### config.mk
export PLATFORM = sky130hd
export DESIGN_NAME = msb_normalizer
export DESIGN_NICKNAME = d
export VERILOG_FILES = /design/src/rtl/msb_normalizer_pkg.sv /design/src/rtl/msb_normalizer_step_shifter.sv /design/src/rtl/msb_normalizer.sv
export SDC_FILE = /design/constraint.sdc
export NUM_CORES = 1
export LEC_CHECK = 0
export CORE_UTILIZATION = 48
export DETAILED_ROUTE_END_ITERATION = 16
export GPL_TIMING_DRIVEN = 0
export HOLD_SLACK_MARGIN = 0.03
export PLACE_DENSITY = 0.78
export SLEW_MARGIN = 20
export SYNTH_ARGS = -nofsm -noshare
export SYNTH_HDL_FRONTEND = slang
export SYNTH_HIERARCHICAL = 1
export SYNTH_SLANG_ARGS = --single-unit
### constraint.sdc
create_clock -name clk -period 2.7 [get_ports clk]
set_input_delay 0.54 -clock clk [delete_from_list [all_inputs] [get_ports clk]]
set_output_delay 0.54 -clock clk [all_outputs]
set_load 0.05 [all_outputs]
### src/rtl/msb_normalizer_pkg.sv
// Shared definitions for the MSB detector / normalizer pair: FSM encodings
// and the default word and position widths.
package msb_normalizer_pkg;

    localparam int WIDTH_DEF = 32;
    localparam int POS_W_DEF = 6;
    localparam int STEP_DEF  = 8;

    typedef enum logic [1:0] {
        S_IDLE  = 2'd0,
        S_SHIFT = 2'd1,
        S_DONE  = 2'd2
    } state_t;

endpackage

### src/rtl/msb_normalizer_step_shifter.sv
// Single-step left shifter with zero fill at the LSB end.
// The caller limits amt to at most STEP, so the shifter only ever moves a
// word by one step's worth of bits.
module msb_normalizer_step_shifter #(
    parameter int WIDTH = 32,
    parameter int POS_W = 6
) (
    input  logic [WIDTH-1:0] mant,
    input  logic [POS_W-1:0] amt,
    output logic [WIDTH-1:0] shifted
);

    // Logical shift left: zeros enter at bit 0.
    assign shifted = mant << amt;

endmodule

### src/rtl/msb_normalizer.sv
// Left-justifies a data word so its leading one lands in bit WIDTH-1.
// The MSB position comes from the upstream detector and is trusted.
// The shift is spread over several clocks, at most STEP bits per clock.
//
// Handshake (both sides): a transfer happens on a rising clock edge where
// valid and ready are both high. in_ready is high only in IDLE. out_valid is
// high only in DONE, and the results stay stable until out_ready is seen.
// The block never accepts a new job in the same cycle it hands one off.
module msb_normalizer
    import msb_normalizer_pkg::*;
#(
    parameter int WIDTH = WIDTH_DEF,
    parameter int POS_W = POS_W_DEF,
    parameter int STEP  = STEP_DEF
) (
    input  logic             clk,
    input  logic             rst_n,
    input  logic             in_valid,
    output logic             in_ready,
    input  logic [WIDTH-1:0] in_data,
    input  logic [POS_W-1:0] in_pos,
    output logic             out_valid,
    input  logic             out_ready,
    output logic [WIDTH-1:0] out_mant,
    output logic [POS_W-1:0] out_exp,
    output logic             out_zero,
    output logic             out_err,
    output logic [1:0]       dbg_state
);

    localparam logic [POS_W-1:0] WIDTH_P = POS_W'(WIDTH);
    localparam logic [POS_W-1:0] STEP_P  = POS_W'(STEP);

    state_t           state;
    state_t           state_nxt;
    logic [WIDTH-1:0] mant;
    logic [POS_W-1:0] rem;
    logic [POS_W-1:0] amt;
    logic [WIDTH-1:0] mant_shifted;
    logic             accept;
    logic             pos_zero;
    logic             pos_err;

    assign accept   = in_valid && in_ready;
    assign pos_zero = (in_pos == '0);
    assign pos_err  = (in_pos > WIDTH_P);

    // The shift for this cycle is min(rem, STEP), so rem can never underflow.
    assign amt = (rem > STEP_P) ? STEP_P : rem;

    msb_normalizer_step_shifter #(
        .WIDTH (WIDTH),
        .POS_W (POS_W)
    ) u_step_shifter (
        .mant    (mant),
        .amt     (amt),
        .shifted (mant_shifted)
    );

    // State register; a reset abandons any job in flight.
    always_ff @(posedge clk or negedge rst_n) begin
        if (!rst_n) begin
            state <= S_IDLE;
        end else begin
            state <= state_nxt;
        end
    end

    // Next-state logic.
    always_comb begin
        state_nxt = state;
        case (state)
            S_IDLE: begin
                if (in_valid) begin
                    // Zero words, out-of-range positions and words that are
                    // already justified need no shifting at all.
                    if (pos_zero || pos_err || (in_pos == WIDTH_P)) begin
                        state_nxt = S_DONE;
                    end else begin
                        state_nxt = S_SHIFT;
                    end
                end
            end
            S_SHIFT: begin
                // This is the last step when what remains fits in one step.
                if (rem <= STEP_P) begin
                    state_nxt = S_DONE;
                end
            end
            S_DONE: begin
                if (out_ready) begin
                    state_nxt = S_IDLE;
                end
            end
            default: state_nxt = S_IDLE;
        endcase
    end

    // Output decode from the current state.
    always_comb begin
        in_ready  = 1'b0;
        out_valid = 1'b0;
        case (state)
            S_IDLE:  in_ready  = 1'b1;
            S_DONE:  out_valid = 1'b1;
            default: ;
        endcase
    end

    // Datapath: capture the job on accept, then shift it down to rem == 0.
    always_ff @(posedge clk or negedge rst_n) begin
        if (!rst_n) begin
            mant     <= '0;
            rem      <= '0;
            out_exp  <= '0;
            out_zero <= 1'b0;
            out_err  <= 1'b0;
        end else if (accept) begin
            if (pos_zero) begin
                mant     <= '0;
                rem      <= '0;
                out_exp  <= '0;
                out_zero <= 1'b1;
                out_err  <= 1'b0;
            end else if (pos_err) begin
                // Out-of-range position: pass the word through unshifted.
                mant     <= in_data;
                rem      <= '0;
                out_exp  <= WIDTH_P;
                out_zero <= 1'b0;
                out_err  <= 1'b1;
            end else begin
                mant     <= in_data;
                rem      <= WIDTH_P - in_pos;
                out_exp  <= in_pos;
                out_zero <= 1'b0;
                out_err  <= 1'b0;
            end
        end else if (state == S_SHIFT) begin
            mant <= mant_shifted;
            rem  <= rem - amt;
        end
    end

    assign out_mant  = mant;
    assign dbg_state = state;

endmodule

==> results of run 1 <==
repair_timing:
action | 4_1_cts | 5_1_grt
endpoints found under the hold margin | 0 | 0
resized for setup | 60 | 83
setup buffers | 10 | 20
endpoints found under the setup margin | 31 | 29
pin swaps | 17 | 47
cloned | 1 | 1
flip-flops by register name, indices dropped and copies added, names as in the netlist:
| signal | count |
|---|---|
| dbg_state | 2 |
| out_err | 1 |
| out_exp | 6 |
| out_mant | 32 |
| out_zero | 1 |
| rem | 6 |
per-stage QoR:
step / util / setup TNS, ps / instances / setup WS [ps]
detailed placement: 0.620 / -12800 / 709 / -639
CTS: 0.670 / -1080 / 727 / -123
global placement: 0.618 / -23870 / 708 / -536
finish: 0.731 / -1550 / 747 / -161
global route: 0.731 / -3240 / 747 / -230
floorplan: - / 0 / 515 / 95.7
how the worst max path moves through the flow:
stage                             from                  endpoint  cells past startpoint
floorplan           rem[1]$_DFFE_PN0P_  out_mant[23]$_DFFE_PN0P_                     10
global placement    rem[4]$_DFFE_PN0P_  out_mant[31]$_DFFE_PN0P_                     12
detailed placement  rem[4]$_DFFE_PN0P_  out_mant[13]$_DFFE_PN0P_                     11
CTS                 rem[0]$_DFFE_PN0P_  out_mant[31]$_DFFE_PN0P_                     11
global route        rem[0]$_DFFE_PN0P_  out_mant[23]$_DFFE_PN0P_                     11
finish              rem[0]$_DFFE_PN0P_  out_mant[23]$_DFFE_PN0P_                     11
placed cells by master (no fill, tap or decap), types with 3 or more instances in the layout:
cell             instances
dfrtp_1                 46
clkdlybuf4s50_1         84
nor2_1                 103
nand2b_1                 5
a221oi_1                 8
a211oi_2                 3
a221oi_2                26
mux2i_4                 13
a31oi_1                  6
conb_1                   9
nor3_2                   4
buf_2                   12
inv_1                    7
o22ai_1                  6
mux2_4                  11
o22ai_2                  3
o21ai_1                 12
nand2_1                 46
buf_12                   7
a21oi_2                  5
mux2i_2                  3
mux2_2                   8
o21ai_0                 13
a21oi_1                 11
clkbuf_8                 6
clkbuf_1                 9
nor2b_1                  9
o211ai_1                 3
nor3_1                   6
nor2_2                   3
buf_4                   21
o21ai_2                  5
mux4_2                  23
mux2i_1                 13
buf_6                   17
clkbuf_2                 3
nand3_1                  3
routing by layer:
metal  share of wire  GRT usage  vias up
met5               0          0        -
met4           0.049      0.152        0
met3            0.10     0.0631      100
met2            0.46      0.582      371
met1            0.39      0.485     2471
li1                -          -     2152
final cells by class:
cell class,instances,share of cell area
well taps,108,0.0208
repair buffers,117,0.181
clock inverters,2,0.00597
multi-input cells,414,0.536
inverters,10,0.00616
plain buffers,42,0.0520
clock buffers,6,0.0127
flip-flops and latches,48,0.185
cells by family after synthesis:
logic type	share of synthesized area
buffers and inverters	0.0684
other	0.00168
adder cells (fa/ha/maj)	0.00558
AND/OR/NAND/NOR	0.197
flip-flops	0.268
AO/OA/AOI/OAI	0.216
XOR/XNOR	0.00391
multiplexers	0.239
==> key figures, run 1 <==
GRT
  – Vias in the first global route: 4823
  – Largest net degree at the start of global routing: 31
  – Initial antenna violation count: 0
  – Total grt overflow: 0
  – GRT Total Usage: 0.362
  – First-pass GRT wire length: 26900 um

Clock tree
  – CTS tree: yes
  – H-tree Lvls: 2
  – CTS Buffer Depth: 2
  – Skew-Pair Late Insertion Delay: 310 ps
  – CTS root buf: clkbuf_8
  – Clock Pin Slew Worst Setup and Hold Paths: 100 ps
  – TritonCTS Sinks: 48
  – Hold buffers post-CTS: 0
  – CTS buffer count: 5

Finish
  – Share of cells above drive strength 1: 0.321
  – Final instance area: 6500 um^2
  – Register area: 1200 um^2
  – Area of the multi-input gates: 3480 um^2
  – # nets final: 682
  – Ant. Diodes: 0
  – Fillcell total: 662
  – Area Growth Syn to Fin: 44.9%

Synth
  – Largest cells by area after synthesis: dfrtp_1, mux4_2, nor2_1
  – Most used DFF post-synth: dfrtp_1
  – Most instantiated cells after synthesis: nor2_1, dfrtp_1, nand2_1
  – Count leader, synth: nor2_1
  – Post-synth top area cell: dfrtp_1
  – Syn avg cell area: 8.82 um^2
  – Seq/Total Area, Yosys: 0.268
  – Top-area cell type share of the netlist area: 0.268
  – Yosys warns: 6
  – Synth cell types: 67
  – Async SR Flop Fraction: 1.00
  – EDFF count, synth: 0
  – Cell Area, Synth: 4480 um^2
  – Number of synthesized register bits: 48
  – Gate count of the mapped netlist: 508

Worst setup path
  – Reg2Reg Setup Slack: -160 ps
  – Setup crit start kind: flip-flop
  – Reg2reg start: rem[0]$_DFFE_PN0P_
  – Setup CP Type: reg2reg
  – CP delay by family, top: multiplexers
  – Worst setup EP type: flip-flop
  – Crit Path Max Fanout: 5
  – CP max-delay cell: mux4_2
  – Worst Path Arrival: 3060 ps
  – Reg2reg path depth: 11
  – CP peak stage delay: 550 ps
  – Worst reg2reg path endpoint: out_mant[23]$_DFFE_PN0P_
  – Critical path buffer and inverter count: 2
  – Worst-path cell chain: o31ai_4 -> and3_4 -> buf_12 -> buf_12 -> mux2_4 -> mux4_2 -> o2bb2ai_4 -> a21oi_2 -> nor2_1 -> a221oi_2 -> nor2_1
  – Required @ worst endpoint: 2900 ps

Die
  – Die Ht: 98.6 um
  – Rows: 34
  – Width of the die: 98.6 um
  – Initial core utilization: 0.504
  – Die area: 9730 um^2
  – Ports: 86
  – Core area: 8890 um^2

Detailed routing
  – Via Count: 5094
  – DRC viols: 0
  – Pre-antenna DRT Iters: 6
  – DR iter-0 viols: 693
  – DR vias/cell: 6.82
  – Routed WL per cell: 24.2 um
  – Antenna Violating Nets Remaining: 0
  – Total Wirelength: 18100 um

Run
  – Maxcap violations: 0

Min path
  – Worst Hold Class: in2async

Timing
  – Final Hold Fails: 0
  – Final period utilization: 1.06
  – Final setup viols: 19
  – Post-route setup slack: -161 ps
  – Peak Freq: 350 MHz
  – Post-layout minimum cycle time: 2860 ps
  – RSZ-0062 raised after global routing: yes
  – Worst-Margin Slew: 872 ps
  – Clk_skew: 9.67 ps
  – Slew Limit Fails: 0
  – Hold_ws: 172 ps
  – Worst slew margin: 0.417

Status
  – Failing checks: negative setup slack
  – Status: complete, but fails checks

Placed design
  – Dpl cell area: 5510 um^2
  – Placer congestion estimate: 1.00
  – Post-DP HPWL: 12700 um
  – Port bufs: 85
Power of run 1 is not shown: default switching activity piles up to over one toggle a cycle in this logic, so the estimate is an artifact.
==> run 2, diff against run 1 <==
CORE_UTILIZATION = 30   (was 48)
PLACE_DENSITY = unset   (was 0.78)
==> run 2 against run 1 <==
Effect of this change: the run still ends with negative setup slack left; hold slack improved by 98 ps; non-clock buffer count is 3 higher; sequential cell count unchanged; wire length is 7.1% higher; global-route usage decreased by 12 points; critical endpoint is now out_mant[29]$_DFFE_PN0P_; critical path depth is 1 higher; via count decreased by 4.6%; utilization is 27 points lower; sequential share of layout area shrank 0.48 points; count of clock-buffer cells in the layout up 1; largest cell class unchanged; register-to-register slack got worse by 90 ps.
==> key figures, run 2 (synthesis results as in run 1) <==
Status
  – Status: complete, but fails checks
  – Failing checks: negative setup slack

Clock tree
  – TritonCTS Sinks: 48 (unchanged)
  – CTS Buffer Depth: 2 (unchanged)
  – Clock Pin Slew Worst Setup and Hold Paths: 70 ps (-30 ps)
  – CTS buffer count: 5 (unchanged)
  – H-tree Lvls: 2 (unchanged)
  – CTS tree: yes
  – Skew-Pair Late Insertion Delay: 300 ps (about the same)
  – CTS root buf: clkbuf_16

Worst setup path
  – Setup CP Type: reg2reg
  – Required @ worst endpoint: 2880 ps (-20 ps)
  – Setup crit start kind: flip-flop
  – Worst Path Arrival: 3130 ps (+70 ps)
  – Worst setup EP type: flip-flop
  – Crit Path Max Fanout: 6 (+1)

Detailed routing
  – Total Wirelength: 19400 um (+7.1%)
  – Via Count: 4860 (-4.6%)
  – DRC viols: 0 (unchanged)
  – DR vias/cell: 5.88 (-14%)
  – Pre-antenna DRT Iters: 7 (+1)
  – Antenna Violating Nets Remaining: 0 (unchanged)
  – Routed WL per cell: 23.4 um (-3.1%)
  – DR iter-0 viols: 345 (-50%)

Finish
  – # nets final: 685 (+0.44%)
  – Area Growth Syn to Fin: 48.8%
  – Commonest non-fill, non-tap cell in the layout: nor2_1
  – Ant. Diodes: 0 (unchanged)
  – Share of cells above drive strength 1: 0.335 (+0.0141)
  – Most frequent cells in the layout: nor2_1, clkdlybuf4s50_1, dfrtp_1
  – Fin util: 0.459 (-0.272)
  – Max reg flops: 32 (unchanged)

Timing
  – Post-layout minimum cycle time: 2950 ps (+90.4 ps)
  – Post-route setup slack: -251 ps (-90.4 ps)
  – Clk_skew: 5.91 ps (-3.77 ps)
  – Final setup viols: 27 (+8)
  – Worst-Margin Slew: 945 ps (+72.1 ps)
  – Worst slew margin: 0.369 (-0.0482)
  – Slew Limit Fails: 0 (unchanged)
  – Peak Freq: 339 MHz (-3.1%)
  – Final period utilization: 1.09 (+0.0335)
  – RSZ-0062 raised after global routing: yes
  – Final Hold Fails: 0 (unchanged)

Die
  – Initial core utilization: 0.308 (-0.196)
  – Core area: 14500 um^2 (+63%)
  – Die Ht: 124 um (+26%)
  – Die area: 15400 um^2 (+59%)
  – Ports: 86 (unchanged)
  – Rows: 44 (+29%)
  – Width of the die: 124 um (+26%)

GRT
  – Gr busiest metal: met2
  – GRT Total Usage: 0.243 (-0.119)
  – Largest net degree at the start of global routing: 49 (+58%)
  – Initial antenna violation count: 0 (unchanged)
  – Met1 track demand over resource: 0.310 (-0.175)
  – First-pass GRT wire length: 29000 um (+8.0%)
  – Total grt overflow: 0 (unchanged)
  – M2 GR Usage: 0.409 (-0.173)
  – Vias in the first global route: 4842 (+0.39%)
  – GR Util met3: 0.0422 (-0.0209)

Placed design
  – Port bufs: 85 (unchanged)
  – Placer congestion estimate: 0.971 (-3.1%)
  – Placement Setup Slack: -727 ps (-87.9 ps)
  – Post-DP HPWL: 14000 um (+10%)

Run
  – Maxcap violations: 0 (unchanged)

Min path
  – Worst Hold Class: in2async
[run 2: repair_timing]
item / 4_1_cts / 5_1_grt
setup buffers: 15 / 19
hold buffers: 0 / 0
gates cloned: 1 / 1
gates resized for setup: 87 / 61
endpoints found under the setup margin: 32 / 28
pin swaps: 23 / 44
[run 2: worst max-delay path: stages, from the launching register on]
cell	delay [ps]
dfrtp_1	420
o31ai_2	320
and3_4	290
buf_12	140
buf_12	130
buf_8	130
mux4_2	520
mux2i_2	220
nor2_1	70
a31oi_1	150
o21ai_1	100
a221oi_1	280
nor2_1	80
[run 2: final timing paths]
| kind | start | to | slack (ps) | cells after the start |
|---|---|---|---|---|
| worst max register to register | rem[1]$_DFFE_PN0P_ | out_mant[29]$_DFFE_PN0P_ | -250 | 12 |
| worst min-delay path | rst_n | rem[0]$_DFFE_PN0P_ | 270 | 1 |
| min in group clk | out_exp[5]$_DFFE_PN0P_ | out_exp[5]$_DFFE_PN0P_ | 490 | 2 |
| worst max-delay path | rem[1]$_DFFE_PN0P_ | out_mant[29]$_DFFE_PN0P_ | -250 | 12 |
| worst min register to register | out_exp[5]$_DFFE_PN0P_ | out_exp[5]$_DFFE_PN0P_ | 490 | 2 |
| max in group asynchronous | rst_n | rem[4]$_DFFE_PN0P_ | 1970 | 1 |
[run 2: metal layers]
| metal | share of wire | wire length [um] |
|---|---|---|
| met1 | 0.41 | 7910 |
| met2 | 0.49 | 9570 |
| met3 | 0.063 | 1220 |
| met4 | 0.035 | 675 |
| met5 | 0 | 0 |
[run 2: per-stage QoR]
| step | instances | cell area (um^2) | setup TNS [ps] | hold WS (ps) |
|---|---|---|---|---|
| final | 826 | 6670 | -3110 | 270 |
| after CTS | 807 | 6240 | -753 | 292 |
| after global placement | 784 | 5590 | -31910 | 469 |
| after floorplan | 515 | 4510 | 0 | 244 |
| after detailed placement | 784 | 5590 | -14000 | 472 |
| after global routing | 826 | 6670 | -5670 | 322 |
[run 2: area by class of cell]
type | instances | area (um^2)
fillers | 1413 | 7860
multi-input cells | 414 | 3490
repair buffers | 121 | 1230
flip-flops and latches | 48 | 1200
plain buffers | 41 | 327
well taps | 184 | 230
clock buffers | 7 | 143
inverters | 10 | 41.3
clock inverters | 1 | 7.51
Power of run 2 is left out for the same reason.
==> run 3, diff against run 2 <==
SETUP_SLACK_MARGIN = 0.2   (was unset)
SKIP_LAST_GASP = 1   (was unset)
==> run 3 against run 2 <==
Effect of this change: the flow still finishes with violations (negative setup slack); maximum frequency is 3.2% higher; utilization hardly changed; first-iteration DRC count is the same; sequential share of layout area hardly changed; via count increased by 1.1%; sequential cell count unchanged; setup slack improved by 93 ps; global-route usage fell by 0.22 points; count of clock-buffer cells in the layout down 2; wire length down 2.0%; cell count is 0.36% higher; critical path depth shrank 1; critical path type unchanged; critical endpoint is now out_mant[30]$_DFFE_PN0P_; highest routed layer unchanged.
==> key figures, run 3 (synthesis results as in run 1) <==
Clock tree
  – CTS Buffer Depth: 2 (unchanged)
  – Skew-Pair Late Insertion Delay: 300 ps (about the same)
  – TritonCTS Sinks: 48 (unchanged)
  – CTS buffer count: 5 (unchanged)
  – CTS tree: yes
  – CTS root buf: clkbuf_16
  – Hold buffers post-CTS: 0 (unchanged)
  – Clock Pin Slew Worst Setup and Hold Paths: 70 ps (about the same)
  – H-tree Lvls: 2 (unchanged)

Die
  – Die Ht: 124 um (unchanged)
  – Core area: 14500 um^2 (unchanged)
  – Width of the die: 124 um (unchanged)
  – Die area: 15400 um^2 (unchanged)
  – Rows: 44 (unchanged)
  – Ports: 86 (unchanged)
  – Initial core utilization: 0.308 (unchanged)

GRT
  – First-pass GRT wire length: 28600 um (-1.4%)
  – Vias in the first global route: 4773 (-1.4%)
  – GRT Total Usage: 0.241 (-0.00215)
  – Total grt overflow: 0 (unchanged)
  – Largest net degree at the start of global routing: 32 (-35%)
  – Initial antenna violation count: 0 (unchanged)

Status
  – Failing checks: negative setup slack
  – Status: complete, but fails checks

Finish
  – Fin util: 0.459 (about the same)
  – Ant. Diodes: 0 (unchanged)
  – Share of cells above drive strength 1: 0.326 (-0.00931)
  – Area Growth Syn to Fin: 48.6% (about the same)
  – Most frequent cells in the layout: nor2_1, clkdlybuf4s50_1, dfrtp_1
  – Max reg flops: 32 (unchanged)
  – Commonest non-fill, non-tap cell in the layout: nor2_1
  – # nets final: 689 (+0.58%)

Detailed routing
  – Total Wirelength: 19000 um (-2.0%)
  – Routed WL per cell: 22.9 um (-2.3%)
  – DRC viols: 0 (unchanged)
  – Pre-antenna DRT Iters: 6 (-1)
  – Antenna Violating Nets Remaining: 0 (unchanged)
  – DR vias/cell: 5.93 (+0.77%)
  – Via Count: 4915 (+1.1%)
  – DR iter-0 viols: 345 (unchanged)

Timing
  – Slew Limit Fails: 0 (unchanged)
  – RSZ-0062 raised after global routing: yes
  – Final setup viols: 20 (-26%)
  – Worst slew margin: 0.401 (+0.0322)
  – Final Hold Fails: 0 (unchanged)
  – Post-layout minimum cycle time: 2860 ps (-92.7 ps)
  – Worst-Margin Slew: 896 ps (-48.2 ps)
  – Clk_skew: 4.64 ps (-1.26 ps)
  – Final period utilization: 1.06 (-0.0343)
  – Post-route setup slack: -158 ps (+92.7 ps)
  – Peak Freq: 350 MHz (+3.2%)

Placed design
  – Port bufs: 85 (unchanged)
  – Post-DP HPWL: 14100 um (+0.15%)
  – Placer congestion estimate: 0.903 (-7.0%)

Worst setup path
  – Setup crit start kind: flip-flop
  – Setup CP Type: reg2reg
  – Required @ worst endpoint: 2890 ps (about the same)
  – Reg2Reg Setup Slack: -160 ps (+90 ps)
  – Crit Path Max Fanout: 6 (unchanged)
  – Reg2reg start: rem[0]$_DFFE_PN0P_
  – Worst reg2reg path endpoint: out_mant[30]$_DFFE_PN0P_
  – Worst setup EP type: flip-flop
  – Setup crit start: rem[0]$_DFFE_PN0P_
  – Reg2reg path depth: 11 (-1)
  – Worst Path Arrival: 3050 ps (-80 ps)

Min path
  – Worst Hold Class: in2async

Run
  – Maxcap violations: 0 (unchanged)
run 3: changes by cell type in the layout (fill, tap and decap cells not counted), sizes merged:
| cell | delta |
|---|---|
| buf | +5 |
| bufinv | +2 |
| clkbuf | -3 |
| clkinv | +1 |
| clkinvlp | -2 |
run 3: critical path, stage by stage, from the launching register on:
cell and delay [ps]:
dfrtp_1 400, o31ai_2 280, and3_4 340, buf_12 160, buf_12 130, mux2_4 330
mux2i_4 220, nor3_2 60, a311oi_1 300, o22ai_2 170, a221oi_2 290, nor2_1 60
run 3: worst max path at each step:
stage                               endpoint  cells past startpoint  slack [ps]
floorplan           out_mant[23]$_DFFE_PN0P_                     10         160
global placement    out_mant[20]$_DFFE_PN0P_                     10        -670
detailed placement  out_mant[20]$_DFFE_PN0P_                     10        -610
CTS                 out_mant[31]$_DFFE_PN0P_                     11         -90
global route        out_mant[29]$_DFFE_PN0P_                     11        -250
finish              out_mant[30]$_DFFE_PN0P_                     11        -160
run 3: area by class of cell:
cell class	instances	area, um^2
buffer	43	349
clock buffer	5	125
clock inverter	2	60.1
fill	1431	7870
inverter	10	38.8
multi-input combinational	414	3420
sequential	48	1200
tap	184	230
timing repair buffer	123	1230
run 3: metrics by stage:
step                setup TNS (ps)  hold WS [ps]  cells  instance area [um^2]  setup slack [ps]
floorplan                        0           244    515                  4530               160
global placement            -26830           465    784                  5610              -675
detailed placement          -10960           467    785                  5620              -610
CTS                           -939           181    814                  6310             -89.3
global route                 -3520           212    829                  6660              -248
finish                       -1310           169    829                  6660              -158
run 3: layer usage:
metal | share of wire | vias up | wire [um] | track usage
li1 | - | 2163 | - | -
met1 | 0.40 | 2457 | 7520 | 0.302
met2 | 0.50 | 247 | 9470 | 0.412
met3 | 0.072 | 48 | 1380 | 0.0457
met4 | 0.032 | 0 | 609 | 0.0843
met5 | 0 | - | 0 | 0
run 3: repair_timing:
item                                    4_1_cts  5_1_grt
gates cloned                                  2        0
resized for setup                            75       55
setup buffers                                20       15
endpoints found under the setup margin       32       31
pin swaps                                    24       46
hold endpoints to repair                      0        0
Power of run 3 is left out for the same reason.
